<file path="config.mk">
export PLATFORM = sky130hd
export DESIGN_NAME = uart_receive_ext
export DESIGN_NICKNAME = d
export VERILOG_FILES = /design/src/rtl/uart_pkg.sv /design/src/rtl/uart_baud_tick.sv /design/src/rtl/uart_receive_ext.sv
export SDC_FILE = /design/constraint.sdc
export NUM_CORES = 1
export LEC_CHECK = 0
export CAP_MARGIN = 20
export CORE_MARGIN = 4
export CORE_UTILIZATION = 61
export CTS_CLUSTER_DIAMETER = 100
export DETAILED_ROUTE_END_ITERATION = 6
export PLACE_DENSITY_LB_ADDON = 0.08
export SLEW_MARGIN = 15
export SYNTH_ARGS = -nofsm -noshare
export SYNTH_HDL_FRONTEND = slang
export SYNTH_HIERARCHICAL = 1
export SYNTH_SLANG_ARGS = --single-unit
</file>
<file path="constraint.sdc">
create_clock -name clk -period 5.8 [get_ports clk]
set_input_delay 1.16 -clock clk [delete_from_list [all_inputs] [get_ports clk]]
set_output_delay 1.16 -clock clk [all_outputs]
set_load 0.01 [all_outputs]
</file>
<file path="src/rtl/uart_pkg.sv">
// Shared UART types and helpers: receiver FSM states, parity modes,
// baud divider arithmetic, majority vote and parity computation.
package uart_pkg;

  typedef enum logic [2:0] {
    ST_IDLE      = 3'd0,
    ST_START     = 3'd1,
    ST_DATA      = 3'd2,
    ST_PARITY    = 3'd3,
    ST_STOP      = 3'd4,
    ST_STOP2     = 3'd5,
    ST_WAIT_IDLE = 3'd6
  } rx_state_t;

  localparam int PAR_NONE      = 32'sd0;
  localparam int PAR_EVEN      = 32'sd1;
  localparam int PAR_ODD       = 32'sd2;
  localparam int MAX_DATA_BITS = 32'sd9;

  // Clocks per oversample tick.
  function automatic int calc_div(input int in_freq, input int out_freq, input int oversample);
    if ((out_freq < 32'sd1) || (oversample < 32'sd1)) begin
      return 32'sd0;
    end else begin
      return in_freq / (out_freq * oversample);
    end
  endfunction

  // True when the clock divides into an integral, non-zero tick period.
  function automatic bit div_is_valid(input int in_freq, input int out_freq, input int oversample);
    if ((out_freq < 32'sd1) || (oversample < 32'sd1)) begin
      return 1'b0;
    end else begin
      return ((in_freq % (out_freq * oversample)) == 32'sd0) &&
             ((in_freq / (out_freq * oversample)) >= 32'sd1);
    end
  endfunction

  // 2-of-3 majority vote.
  function automatic logic maj3(input logic a, input logic b, input logic c);
    return (a & b) | (a & c) | (b & c);
  endfunction

  // Expected parity bit; unused upper bits must be zero.
  function automatic logic parity_expect(input logic [MAX_DATA_BITS-1:0] word, input int mode);
    if (mode == PAR_ODD) begin
      return ~(^word);
    end else begin
      return ^word;
    end
  endfunction

endpackage

</file>
<file path="src/rtl/uart_baud_tick.sv">
// Oversample tick generator: one-clk tick every DIV clks, phase
// restartable with clear so the first tick lands DIV clks later.
module uart_baud_tick
  import uart_pkg::*;
#(
  parameter int IN_FREQ    = 64,
  parameter int OUT_FREQ   = 1,
  parameter int OVERSAMPLE = 16
) (
  input  logic clk,
  input  logic reset,
  input  logic clear,
  output logic tick
);

  localparam int DIV = calc_div(IN_FREQ, OUT_FREQ, OVERSAMPLE);
  localparam int CW  = (DIV > 1) ? $clog2(DIV) : 1;
  localparam logic [CW-1:0] CNT_LAST = CW'(DIV - 1);

  logic [CW-1:0] cnt_r;
  logic [CW-1:0] cnt_nxt_s;
  logic          tick_r;

  // Next divider phase; clear restarts at phase 0.
  always_comb begin
    cnt_nxt_s = {CW{1'b0}};
    if (clear) begin
      cnt_nxt_s = {CW{1'b0}};
    end else if (cnt_r == CNT_LAST) begin
      cnt_nxt_s = {CW{1'b0}};
    end else begin
      cnt_nxt_s = cnt_r + CW'(1);
    end
  end

  // Divider phase and registered tick, high while the phase sits at DIV-1.
  always_ff @(posedge clk or negedge reset) begin
    if (!reset) begin
      cnt_r  <= {CW{1'b0}};
      tick_r <= 1'b0;
    end else begin
      cnt_r  <= cnt_nxt_s;
      tick_r <= (cnt_nxt_s == CNT_LAST);
    end
  end

  assign tick = tick_r;

endmodule

</file>
<file path="src/rtl/uart_receive_ext.sv">
// Configurable UART receiver: 5-9 data bits, none/even/odd parity,
// 1 or 2 stop bits, 16x oversampling with mid-bit 2-of-3 vote,
// false-start rejection and sticky framing/parity/overrun flags.
module uart_receive_ext
  import uart_pkg::*;
#(
  parameter int IN_FREQ    = 64,
  parameter int OUT_FREQ   = 1,
  parameter int OVERSAMPLE = 16,
  parameter int DATA_BITS  = 8,
  parameter int PARITY     = 1,
  parameter int STOP_BITS  = 1
) (
  input  logic                 clk,
  input  logic                 reset,
  input  logic                 rx_i,
  output logic [DATA_BITS-1:0] data,
  output logic                 ready,
  input  logic                 reset_ready,
  output logic                 parity_err,
  output logic                 frame_err,
  output logic                 overrun,
  output logic                 busy
);

  if (!div_is_valid(IN_FREQ, OUT_FREQ, OVERSAMPLE)) begin : g_bad_div
    $error("uart_receive_ext: IN_FREQ/(OUT_FREQ*OVERSAMPLE) must be an integer >= 1");
  end
  if ((OVERSAMPLE < 4) || ((OVERSAMPLE % 2) != 0) || (DATA_BITS < 5) || (DATA_BITS > 9) ||
      (PARITY < 0) || (PARITY > 2) || (STOP_BITS < 1) || (STOP_BITS > 2)) begin : g_bad_fmt
    $error("uart_receive_ext: unsupported frame format parameters");
  end

  localparam int SCW = $clog2(OVERSAMPLE);
  localparam logic [SCW-1:0] SC_LAST   = SCW'(OVERSAMPLE - 1);
  localparam logic [SCW-1:0] SC_MID_M1 = SCW'(OVERSAMPLE / 2 - 1);
  localparam logic [SCW-1:0] SC_MID    = SCW'(OVERSAMPLE / 2);
  localparam logic [SCW-1:0] SC_MID_P1 = SCW'(OVERSAMPLE / 2 + 1);
  localparam logic [3:0]     BIT_LAST  = 4'(DATA_BITS - 1);

  logic                 sync1_r;
  logic                 rx_s;
  logic                 tick_s;
  logic                 clear_s;
  logic [SCW-1:0]       sc_r;
  logic [SCW-1:0]       sc_nxt_s;
  logic                 v0_r;
  logic                 v1_r;
  logic                 vote_s;
  logic                 decide_s;
  logic                 complete_s;
  rx_state_t            state_r;
  logic [3:0]           bit_cnt_r;
  logic [DATA_BITS-1:0] shift_r;
  logic                 perr_r;
  logic [DATA_BITS-1:0] data_r;
  logic                 ready_r;
  logic                 parity_err_r;
  logic                 frame_err_r;
  logic                 overrun_r;
  logic                 busy_r;

  // Two-flop synchronizer for the asynchronous line, idling high.
  always_ff @(posedge clk or negedge reset) begin
    if (!reset) begin
      sync1_r <= 1'b1;
      rx_s    <= 1'b1;
    end else begin
      sync1_r <= rx_i;
      rx_s    <= sync1_r;
    end
  end

  uart_baud_tick #(
    .IN_FREQ   (IN_FREQ),
    .OUT_FREQ  (OUT_FREQ),
    .OVERSAMPLE(OVERSAMPLE)
  ) u_tick (
    .clk  (clk),
    .reset(reset),
    .clear(clear_s),
    .tick (tick_s)
  );

  // Sample position, bit decision strobe, vote and frame completion.
  always_comb begin
    sc_nxt_s   = {SCW{1'b0}};
    clear_s    = 1'b0;
    complete_s = 1'b0;
    if (sc_r == SC_LAST) begin
      sc_nxt_s = {SCW{1'b0}};
    end else begin
      sc_nxt_s = sc_r + SCW'(1);
    end
    if ((state_r == ST_IDLE) && !rx_s) begin
      clear_s = 1'b1;
    end else begin
      clear_s = 1'b0;
    end
    decide_s = tick_s && (sc_nxt_s == SC_MID_P1);
    vote_s   = maj3(v0_r, v1_r, rx_s);
    if (decide_s && (state_r == ST_STOP) && (!vote_s || (STOP_BITS == 1))) begin
      complete_s = 1'b1;
    end else if (decide_s && (state_r == ST_STOP2)) begin
      complete_s = 1'b1;
    end else begin
      complete_s = 1'b0;
    end
  end

  // Receiver FSM with sampling, shift register and registered outputs.
  always_ff @(posedge clk or negedge reset) begin
    if (!reset) begin
      state_r      <= ST_IDLE;
      sc_r         <= {SCW{1'b0}};
      v0_r         <= 1'b1;
      v1_r         <= 1'b1;
      bit_cnt_r    <= 4'd0;
      shift_r      <= {DATA_BITS{1'b0}};
      perr_r       <= 1'b0;
      data_r       <= {DATA_BITS{1'b0}};
      ready_r      <= 1'b0;
      parity_err_r <= 1'b0;
      frame_err_r  <= 1'b0;
      overrun_r    <= 1'b0;
      busy_r       <= 1'b0;
    end else begin
      if (reset_ready) begin
        ready_r      <= 1'b0;
        parity_err_r <= 1'b0;
        frame_err_r  <= 1'b0;
        overrun_r    <= 1'b0;
      end
      if (tick_s) begin
        sc_r <= sc_nxt_s;
        if (sc_nxt_s == SC_MID_M1) v0_r <= rx_s;
        if (sc_nxt_s == SC_MID)    v1_r <= rx_s;
      end
      case (state_r)
        ST_IDLE: begin
          if (!rx_s) begin
            state_r <= ST_START;
            sc_r    <= {SCW{1'b0}};
            perr_r  <= 1'b0;
            busy_r  <= 1'b1;
          end
        end
        ST_START: begin
          if (decide_s) begin
            if (vote_s) begin
              state_r <= ST_IDLE;
              busy_r  <= 1'b0;
            end else begin
              state_r   <= ST_DATA;
              bit_cnt_r <= 4'd0;
            end
          end
        end
        ST_DATA: begin
          if (decide_s) begin
            shift_r <= {vote_s, shift_r[DATA_BITS-1:1]};
            if (bit_cnt_r == BIT_LAST) begin
              state_r <= (PARITY != PAR_NONE) ? ST_PARITY : ST_STOP;
            end else begin
              bit_cnt_r <= bit_cnt_r + 4'd1;
            end
          end
        end
        ST_PARITY: begin
          if (decide_s) begin
            perr_r  <= (vote_s != parity_expect(MAX_DATA_BITS'(shift_r), PARITY));
            state_r <= ST_STOP;
          end
        end
        ST_STOP: begin
          if (decide_s) begin
            if (!vote_s) begin
              state_r <= ST_WAIT_IDLE;
            end else if (STOP_BITS == 2) begin
              state_r <= ST_STOP2;
            end else begin
              state_r <= ST_IDLE;
              busy_r  <= 1'b0;
            end
          end
        end
        ST_STOP2: begin
          if (decide_s) begin
            if (!vote_s) begin
              state_r <= ST_WAIT_IDLE;
            end else begin
              state_r <= ST_IDLE;
              busy_r  <= 1'b0;
            end
          end
        end
        ST_WAIT_IDLE: begin
          if (rx_s) begin
            state_r <= ST_IDLE;
            busy_r  <= 1'b0;
          end
        end
        default: begin
          state_r <= ST_IDLE;
          busy_r  <= 1'b0;
        end
      endcase
      // Completion overrides a coincident reset_ready pulse.
      if (complete_s) begin
        data_r       <= shift_r;
        ready_r      <= 1'b1;
        parity_err_r <= perr_r;
        frame_err_r  <= ~vote_s;
        overrun_r    <= reset_ready ? 1'b0 : (overrun_r | ready_r);
      end
    end
  end

  assign data       = data_r;
  assign ready      = ready_r;
  assign parity_err = parity_err_r;
  assign frame_err  = frame_err_r;
  assign overrun    = overrun_r;
  assign busy       = busy_r;

endmodule
</file>
# Yosys cells after proc, flatten, opt, wreduce, memory -nomap -nowiden
# Cells that the tools add are included.
# classes
n_addsub	3
n_mul	0
n_div	0
n_lt_le_gt_ge	0
eq_ne	25
n_shift	0
n_mux	40
bitwise_logic	8
n_reduce_logical	20
# op_table
cell	n
4-bit 2-to-1 mux	8
3-bit 2-to-1 mux	8
3-bit case mux with 6 select lines	1
1-bit 2-to-1 mux	17
2-bit inequality test, second input constant	8
4-bit == test, second input constant	3
5-bit AND reduction	2
3-bit == test, second input constant	3
9-bit parity	1
4-bit by 1-bit adder with 4-bit output, second input constant	2
4-bit by 3-bit == test with 1-bit output, second input constant	2
4-bit case mux with 2 select lines	1
7-bit AND reduction	1
3-bit by 2-bit == test with 1-bit output, second input constant	2
2-bit 2-to-1 mux	3
2-bit by 1-bit inequality test with 1-bit output, second input constant	3
2-bit AND reduction	3
2-bit nonzero test	3
2-bit == test, second input constant	2
1-bit logical AND	4
1-bit case mux with 4 select lines	1
2-bit OR reduction	2
1-bit AND	3
3-bit by 1-bit == test with 1-bit output, second input constant	1
9 further kinds	12
# totals
register_bits	40
latch_bits	0
ramBits	0
romBits	0
in_bits	4
output_inout_bits	13
wordCells	113
mem_count	0

# Logic depth before layout (Yosys ltp)
# Gate-level depths: netlist (run 1).
# logic_depth
depth_word	9
ltp_mapped	8
depth_no_buf	6

# Modules after synthesis
# The synthesis (run 1) kept the hierarchy.
# modules_own_cells
mod	instances	cells_per_inst	area_each_um2	seq_area_each_um2
uart_receive_ext	1	156	1934.4	930.9
uart_baud_tick	1	7	113.9	75.1

# Least setup slack after synthesis (run 1)
# OpenSTA, ideal clock, no wires.
# synth_timing
path_kind	register -> register
startpoint	reg sc_r[0]
endpoint	reg bit_cnt_r[0]
setup_ns	0.125
arrival_time_ns	1.890
required_time_ns	5.675
slack_ns	3.786
path_stages_with_launch	7
n_path_buf	1
period_less_slack_ns	2.014
path_cell_list	dfrtp_1 ha_1 or3b_4 a2bb2o_4 buf_6 o21a_2 mux2_2
# synth_via
elab_chain_len	6
word_cells_on_any_way	8
cone_classes	add/sub: 1; eq/ne: 4; mux: 1; reduce/logical: 2
# synth_rtl
element	line	source
from (decl)	uart_receive_ext.sv:45	logic [SCW-1:0] sc_r;
from (signal assigned)	uart_receive_ext.sv:115	sc_r <= {SCW{1'b0}};
from (signal assigned)	uart_receive_ext.sv:135	sc_r <= sc_nxt_s;
from (signal assigned)	uart_receive_ext.sv:143	sc_r <= {SCW{1'b0}};
4-bit by 1-bit adder with 4-bit output / 4-bit == test (equally long branches)	uart_receive_ext.sv:93, uart_receive_ext.sv:90	
4-bit 2-to-1 mux (*)	uart_receive_ext.sv:90	if (sc_r == SC_LAST) begin
4-bit == test (*)	uart_receive_ext.sv:100	decide_s = tick_s && (sc_nxt_s == SC_MID_P1);
1-bit logical AND (*)	uart_receive_ext.sv:100	
2-bit inequality test (no line)	n/a	
5-bit AND reduction (no line) (*)	n/a	
to (signal assigned)	uart_receive_ext.sv:165	bit_cnt_r <= bit_cnt_r + 4'd1;
to (decl)	uart_receive_ext.sv:53	logic [3:0] bit_cnt_r;
# Mark *: on every way between the ends. The rest lies on a longest branch, timed or not.
# A chain may end at the register's enable or synchronous reset.

# Worst setup path after layout (run 1)
# layout_timing
startpoint	reg busy_r (netlist: busy)
endpoint	out busy
# layout_lines
element	line	source
from (decl)	uart_receive_ext.sv:61	logic busy_r;
from (signal assigned)	uart_receive_ext.sv:126	busy_r <= 1'b0;
from (signal assigned)	uart_receive_ext.sv:145	busy_r <= 1'b1;
from (signal assigned)	uart_receive_ext.sv:152	busy_r <= 1'b0;
to (decl)	uart_receive_ext.sv:23	output logic busy
# No word-level cell between the ends.

==> results of run 1 <==
## cells in the final DEF (no fill, tap or decap), types with 5 or more instances in the layout
master | netlist | final
sky130_fd_sc_hd__mux2_4 | 9 | 9
sky130_fd_sc_hd__ha_1 | 6 | 6
sky130_fd_sc_hd__mux2_1 | 7 | 7
sky130_fd_sc_hd__nor2_1 | 12 | 12
sky130_fd_sc_hd__xnor2_1 | 6 | 6
sky130_fd_sc_hd__mux2_2 | 5 | 5
sky130_fd_sc_hd__dfrtp_1 | 36 | 36
sky130_fd_sc_hd__nand2_1 | 8 | 8
sky130_fd_sc_hd__clkdlybuf4s50_1 | 0 | 15
sky130_fd_sc_hd__inv_1 | 5 | 5
sky130_fd_sc_hd__clkbuf_4 | 0 | 5
## area by class of cell
type                            count  area, sq um  share of cell area
Inverter                            5        18.77            0.008233
Sequential cell                    40         1006              0.4413
Clock inverter                      2        35.03             0.01537
Clock buffer                        6        41.29             0.01811
Tap cell                           44        55.05             0.02415
Multi-Input combinational cell    110        960.9              0.4215
Timing Repair Buffer               17        162.7             0.07135
## kinds of logic (layout without fill, tap and decap cells)
| group | after synthesis | in the layout | share of synthesized area |
|---|---|---|---|
| DFF | 40 | 40 | 0.4911 |
| xor gates and xnor gates | 9 | 9 | 0.04521 |
| muxes | 25 | 25 | 0.1515 |
| adders and majority gates | 7 | 7 | 0.04154 |
| and+or+nand+nor | 46 | 46 | 0.1368 |
| AOI/OAI and AO/OA | 23 | 23 | 0.09407 |
| buffers and inverters | 13 | 30 | 0.03971 |
## sequential cells by signal (all words and copies together), names as in the netlist
signal and cells:
parity_err 1, shift_r 8, state_r 3, v0_r 1, sync1_r 1, perr_r 1, overrun 1, u_tick/cnt_r 2
frame_err 1, v1_r 1, busy 1, bit_cnt_r 4, rx_s 1, u_tick/tick 1, data 8, ready 1
sc_r 4
## per-layer routing
layer  vias up  global-route usage  routed length [um]
li1        619                   -                   -
met1       650              0.2344                1592
met2        39              0.2941                1685
met3         0             0.05782                 165
met4         0             0.04061                   0
met5         -                   0                   0
## power groups by stage
stage                     Combinational, W  Sequential (W)  Clock [W]
final                             0.000220        0.000389   0.000176
after detailed placement          0.000219        0.000392          0
after global placement            0.000208        0.000388          0
after global routing              0.000247        0.000397   0.000195
after floorplan                   0.000214        0.000355          0
after CTS                         0.000222        0.000387   0.000182
## stage by stage
| step | power, W | setup WS, ns | cell area, sq um | util |
|---|---|---|---|---|
| 2_1_floorplan | 0.0005687 | 3.786 | 2048 | - |
| 3_3_place_gp | 0.0005963 | 3.692 | 2203 | 0.7044 |
| 3_5_place_dp | 0.0006116 | 3.628 | 2203 | 0.7044 |
| 4_1_cts | 0.0007913 | 3.333 | 2280 | 0.7288 |
| 5_1_grt | 0.0008392 | 3.270 | 2280 | 0.7288 |
| 6_report | 0.0007847 | 3.361 | 2280 | 0.7288 |
## how the worst min path moves through the flow
stage | cells after the start | endpoint | slack (ns)
6_report | 0 | rx_s | 0.37
5_1_grt | 0 | rx_s | 0.37
4_1_cts | 0 | rx_s | 0.37
3_5_place_dp | 0 | rx_s | 0.35
3_3_place_gp | 0 | rx_s | 0.35
2_1_floorplan | 0 | rx_s | 0.35
==> flow_summary.yaml, run 1 <==
run_status:
  status: "finished clean"
global_route:
  grt_pass1_wl_um: 5954
  first_global_vias: 1313
  antenna_found_initial: 0
  grtUsageTotal: 0.1801
  grt_max_degree: 41
  globalRouteOverflowTotal: 0
critical_path:
  worst_setup_path_end_kind: "primary output"
  ff2ff_setup_slack_ns: 3.61
  critical_path.reg2reg.endpoint: "shift_r[4]"
  critical_path.cell_chain: "clkdlybuf4s50_1"
  timing.critical_path.buf_inv: 1
  slowest_library_cell_on_the_worst_path: "sky130_fd_sc_hd__clkdlybuf4s50_1"
  critical_path_peak_fanout: 4
  arrival_ns: 1.28
  critical_path.startpoint_type: "flop"
  critPathTopFamily: "buffers and inverters"
  timing.critical_path.depth: 1
  worst_path_largest_cell_delay_ns: 0.55
  worst_setup_path_startpoint: "busy"
  r2r.worst_path.cells: 5
  crit_path_end: "busy"
  worstPathRequired_ns: 4.64
  timing.setup.critical_path_class: "flop to primary output"
  reg2reg_from: "sc_r[1]"
power_and_ir_drop:
  cellLeakagePower_nw: 1.084
  power-per-cell-area_nw_per_um2: 344.2
  max-vdd-ir-drop_mv: 0.2839
  pwr-share-seq: 0.495
  power.clock.fraction: 0.224
  pwr-share-comb: 0.280
  netSwitchingPower_w: 0.0002624
  swShare: 0.3344
  power_report.internal_total_w: 0.0005223
logic_synthesis:
  yosys_register_bits: 40
  count_of_warnings_emitted_by_yosys: 6
  synthesis.area_per_instance_sq_um: 12.57
  postSynthCellCount: 163
  synth_async_sr_flop_share: 1.000
  synthDominantAreaCellType: "sky130_fd_sc_hd__dfrtp_1"
  synth.top_cells.by_count: "36 x sky130_fd_sc_hd__dfrtp_1, 12 x sky130_fd_sc_hd__nor2_1, 9 x sky130_fd_sc_hd__mux2_4"
  synth_most_common_cell: "sky130_fd_sc_hd__dfrtp_1"
  synth_top_area_frac: 0.4398
  postSynth.topFlopCell: "sky130_fd_sc_hd__dfrtp_1"
  number_of_synthesized_flops_with_an_enable_pin: 0
  synthesis.nets: 173
  synth.top_cells.by_area: "sky130_fd_sc_hd__dfrtp_1 44%, sky130_fd_sc_hd__mux2_4 6.6%, sky130_fd_sc_hd__dfstp_2 5.1%"
  sequential_area_share_after_synthesis: 0.4911
  synth_cell_types: 49
  syn_area_sq_um: 2048
floorplanning:
  die_height_um: 65.95
  die_area_sq_um: 4349
  core_area_sq_um: 3128
  num_rows: 20
  die_width_um: 65.95
  starting_density: 0.6548
  ioPinCount: 17
routing:
  drt_iter0_drc: 123
  antenna_violating_nets_post_route: 0
  drt-wirelength-per-cell_um: 15.37
  detail_route.first_pass.iterations: 4
  routed-via-count: 1308
  viasPerCell: 5.839
  postRouteWirelength_um: 3442
  detail_route.drc_violations: 0
placed_design:
  hpwlAfterDp_um: 2387
  numPortBuffers: 16
  numPlacedInstances: 216
  gp_congestion: 0.8177
clocking:
  cts_tree: "done"
  clock_insertion_delay_worst_skew_ns: 0.34
  numCtsBuffers: 5
  cts_setup_buffers: 0
  post_cts_gate_resize_count: 0
  ctsLongestPathBuffers: 2
  clk_pin_slew_ns: 0.11
  cts_hold_buf: 0
  library_cell_used_as_clock_root_buffer: "sky130_fd_sc_hd__clkbuf_4"
  htree_num_levels: 2
  cts_num_sinks: 40
timing:
  finalClockSkew_ns: 0.01280
  slew_headroom: 0.4280
  maxClockFrequency_mhz: 409.9
  setup_repair_after_global_routing_missed_its_margin: "false"
  final_min_period_over_clock_period: 0.4206
  hold_violations: 0
  worst_slew_pin_slew_ns: 0.8580
  min_period_ns: 2.439
  final-max-slew-violation-count: 0
  tns_ns: 0
  hold_slack_ns: 0.3665
  setup-violations-final: 0
worst_hold_path:
  worstHoldStart: "sync1_r"
  min_path_type: "flop to flop"
flow_run:
  cap_viol_max_count: 0
layout:
  fill_cells: 219
  drive_above_1_share: 0.2111
  stdcell_count: 224
  antenna_cells_inserted: 0
  areaGrowthSynthToFinish_pct: 11.30
  layout.nets: 189
Note: power is estimated with default switching activity, not from simulation.
==> run 2, diff against run 1 <==
--- a/config.mk
+++ b/config.mk
@@ -7,7 +7,7 @@
 export LEC_CHECK = 0
 export CAP_MARGIN = 20
 export CORE_MARGIN = 4
-export CORE_UTILIZATION = 61
+export CORE_UTILIZATION = 57
 export CTS_CLUSTER_DIAMETER = 100
 export DETAILED_ROUTE_END_ITERATION = 6
 export PLACE_DENSITY_LB_ADDON = 0.08
==> constraint.sdc (replaced) <==
create_clock -name clk -period 2.5 [get_ports clk]
set_input_delay 0.5 -clock clk [delete_from_list [all_inputs] [get_ports clk]]
set_output_delay 0.5 -clock clk [all_outputs]
set_load 0.01 [all_outputs]
==> run 2 against run 1 <==
  * Setup slack lost 3.0 ns
  * Combinational power increased to 2.5 times the previous value
  * Cell area unchanged
  * Utilization fell by 6.1 points
  * First-iteration DRC count down 39%
  * Sequential share of layout area unchanged
  * Sequential power is 120% higher
  * Hold slack worse by 0.15 ns
  * Clock-buffer cell count did not move
  * Wire length fell by 1.5%
  * Via count decreased by 1.1%
  * Cell count grew 1.3%
  * Critical endpoint is now bit_cnt_r[0]
  * Largest power group unchanged
  * Highest routed layer is now met4
==> flow_summary.yaml, run 2 (synthesized netlist as in run 1, its figures left out) <==
clocking:
  cts_tree: "done"
  htree_num_levels: 2
  post_cts_gate_resize_count: 0
  ctsLongestPathBuffers: 2
  clk_pin_slew_ns: 0.12
  library_cell_used_as_clock_root_buffer: "sky130_fd_sc_hd__clkbuf_4"
  cts_setup_buffers: 0
  clock_insertion_delay_worst_skew_ns: 0.36
  numCtsBuffers: 5
  cts_hold_buf: 0
  cts_num_sinks: 40
timing:
  slew_headroom: 0.4415
  hold_violations: 0
  final_min_period_over_clock_period: 0.8692
  setup-violations-final: 0
  worst_slew_pin_slew_ns: 0.8377
  min_period_ns: 2.173
  setup_repair_after_global_routing_missed_its_margin: "false"
  hold_slack_ns: 0.2214
  maxClockFrequency_mhz: 460.2
  final-max-slew-violation-count: 0
  finalWorstSetupSlack_ns: 0.3270
  finalClockSkew_ns: 0.01321
  tns_ns: 0
floorplanning:
  ioPinCount: 17
  core_area_sq_um: 3416
  die_width_um: 67.95
  die_area_sq_um: 4617
  starting_density: 0.5996
  num_rows: 21
  die_height_um: 67.95
routing:
  antenna_violating_nets_post_route: 0
  viasPerCell: 5.700
  routed-via-count: 1294
  postRouteWirelength_um: 3392
  detail_route.first_pass.iterations: 4
  drt_iter0_drc: 75
  detail_route.drc_violations: 0
  drt-wirelength-per-cell_um: 14.94
critical_path:
  slowest_library_cell_on_the_worst_path: "sky130_fd_sc_hd__dfrtp_1"
  arrival_ns: 2.43
  critical_path_peak_fanout: 14
  critical_path.startpoint_type: "flop"
  worst_setup_path_end_kind: "flop"
  worstPathRequired_ns: 2.76
  timing.setup.critical_path_class: "flop to flop"
  worst_path_largest_cell_delay_ns: 0.46
  critical_path.cell_chain: "ha_1 > or3b_4 > a2bb2o_4 > o21a_2 > mux2_2"
worst_hold_path:
  min_path_type: "input port to async pin"
layout:
  area.sequential_sq_um: 1006
  fill_cells: 281
  final_common_cell: "sky130_fd_sc_hd__dfrtp_1"
  layout.cells.most_common_list: "36 x sky130_fd_sc_hd__dfrtp_1, 15 x sky130_fd_sc_hd__clkdlybuf4s50_1, 12 x sky130_fd_sc_hd__nor2_1"
  antenna_cells_inserted: 0
  area_of_the_multi_input_gates_sq_um: 960.9
  areaGrowthSynthToFinish_pct: 11.30
  layout.nets: 190
  drive_above_1_share: 0.2210
power_and_ir_drop:
  power-per-cell-area_nw_per_um2: 782.8
  cellLeakagePower_nw: 1.077
  max-vdd-ir-drop_mv: 0.5563
global_route:
  grtUsageTotal: 0.1723
  globalRouteOverflowTotal: 0
  antenna_found_initial: 0
  first_global_vias: 1275
  grt_max_degree: 41
  grt_pass1_wl_um: 5844
run_status:
  status: "finished clean"
placed_design:
  numPortBuffers: 16
  gp_congestion: 0.8426
  hpwlAfterDp_um: 2381
  dp_slack_ns: 0.3393
flow_run:
  cap_viol_max_count: 0
## run 2: metal layers
layer | global-route usage | up-vias | routed length (um) | part of all wire
met1 | 0.2122 | 639 | 1532 | 0.45
met3 | 0.05255 | 8 | 161 | 0.047
met5 | 0 | - | 0 | 0
met2 | 0.2756 | 31 | 1629 | 0.48
met4 | 0.08189 | 0 | 68 | 0.020
li1 | - | 616 | - | -
## run 2: path summary, 6_finish.rpt
path,startpoint,to,slack (ns),depth (start not counted)
setup / recovery,sc_r[0],bit_cnt_r[0],0.33,5
hold / removal,reset,bit_cnt_r[2],0.22,1
setup reg to reg,sc_r[0],bit_cnt_r[0],0.33,5
hold reg to reg,sync1_r,rx_s,0.36,0
max in group asynchronous,reset,sc_r[0],1.73,1
min in group clk,sync1_r,rx_s,0.36,0
## run 2: metrics by stage
stage / area [sq um] / cells / utilization / total power (W)
3_3_place_gp: 2213 / 219 / 0.6480 / 0.001398
3_5_place_dp: 2213 / 219 / 0.6480 / 0.001438
5_1_grt: 2280 / 227 / 0.6674 / 0.001912
6_report: 2280 / 227 / 0.6674 / 0.001785
2_1_floorplan: 2048 / 163 / - / 0.001319
4_1_cts: 2280 / 227 / 0.6674 / 0.001796
## run 2: cell type report
| class | count | share of cell area |
|---|---|---|
| inverters | 5 | 0.008233 |
| clock inverters | 2 | 0.006586 |
| flip-flops and latches | 40 | 0.4413 |
| repair buffers | 18 | 0.07464 |
| multi-input cells | 110 | 0.4215 |
| well taps | 46 | 0.02525 |
| clock buffers | 6 | 0.02250 |
## run 2: worst max-delay path, delay by kind of cell (launching register included)
family          cells  cell delay, ns
fa+ha+maj           1            0.32
mux                 1            0.33
simple gates        1            0.43
flops               1            0.46
compound gates      2            0.53
## run 2: where the power goes
group	leakage (nW)	total [W]	switching, W	internal (W)
logic	0.521	0.000560	0.000291	0.000269
registers	0.525	0.000869	0.000125	0.000745
clock network	0.0305	0.000355	0.000219	0.000137
total	1.08	0.00178	0.000634	0.00115
==> run 3, diff against run 2 <==
--- a/config.mk
+++ b/config.mk
@@ -16,3 +16,4 @@
 export SYNTH_HDL_FRONTEND = slang
 export SYNTH_HIERARCHICAL = 1
 export SYNTH_SLANG_ARGS = --single-unit
+export TNS_END_PERCENT = 50
==> results of run 3 <==
No change in the layout: final DEF, timing and power equal those of run 2.
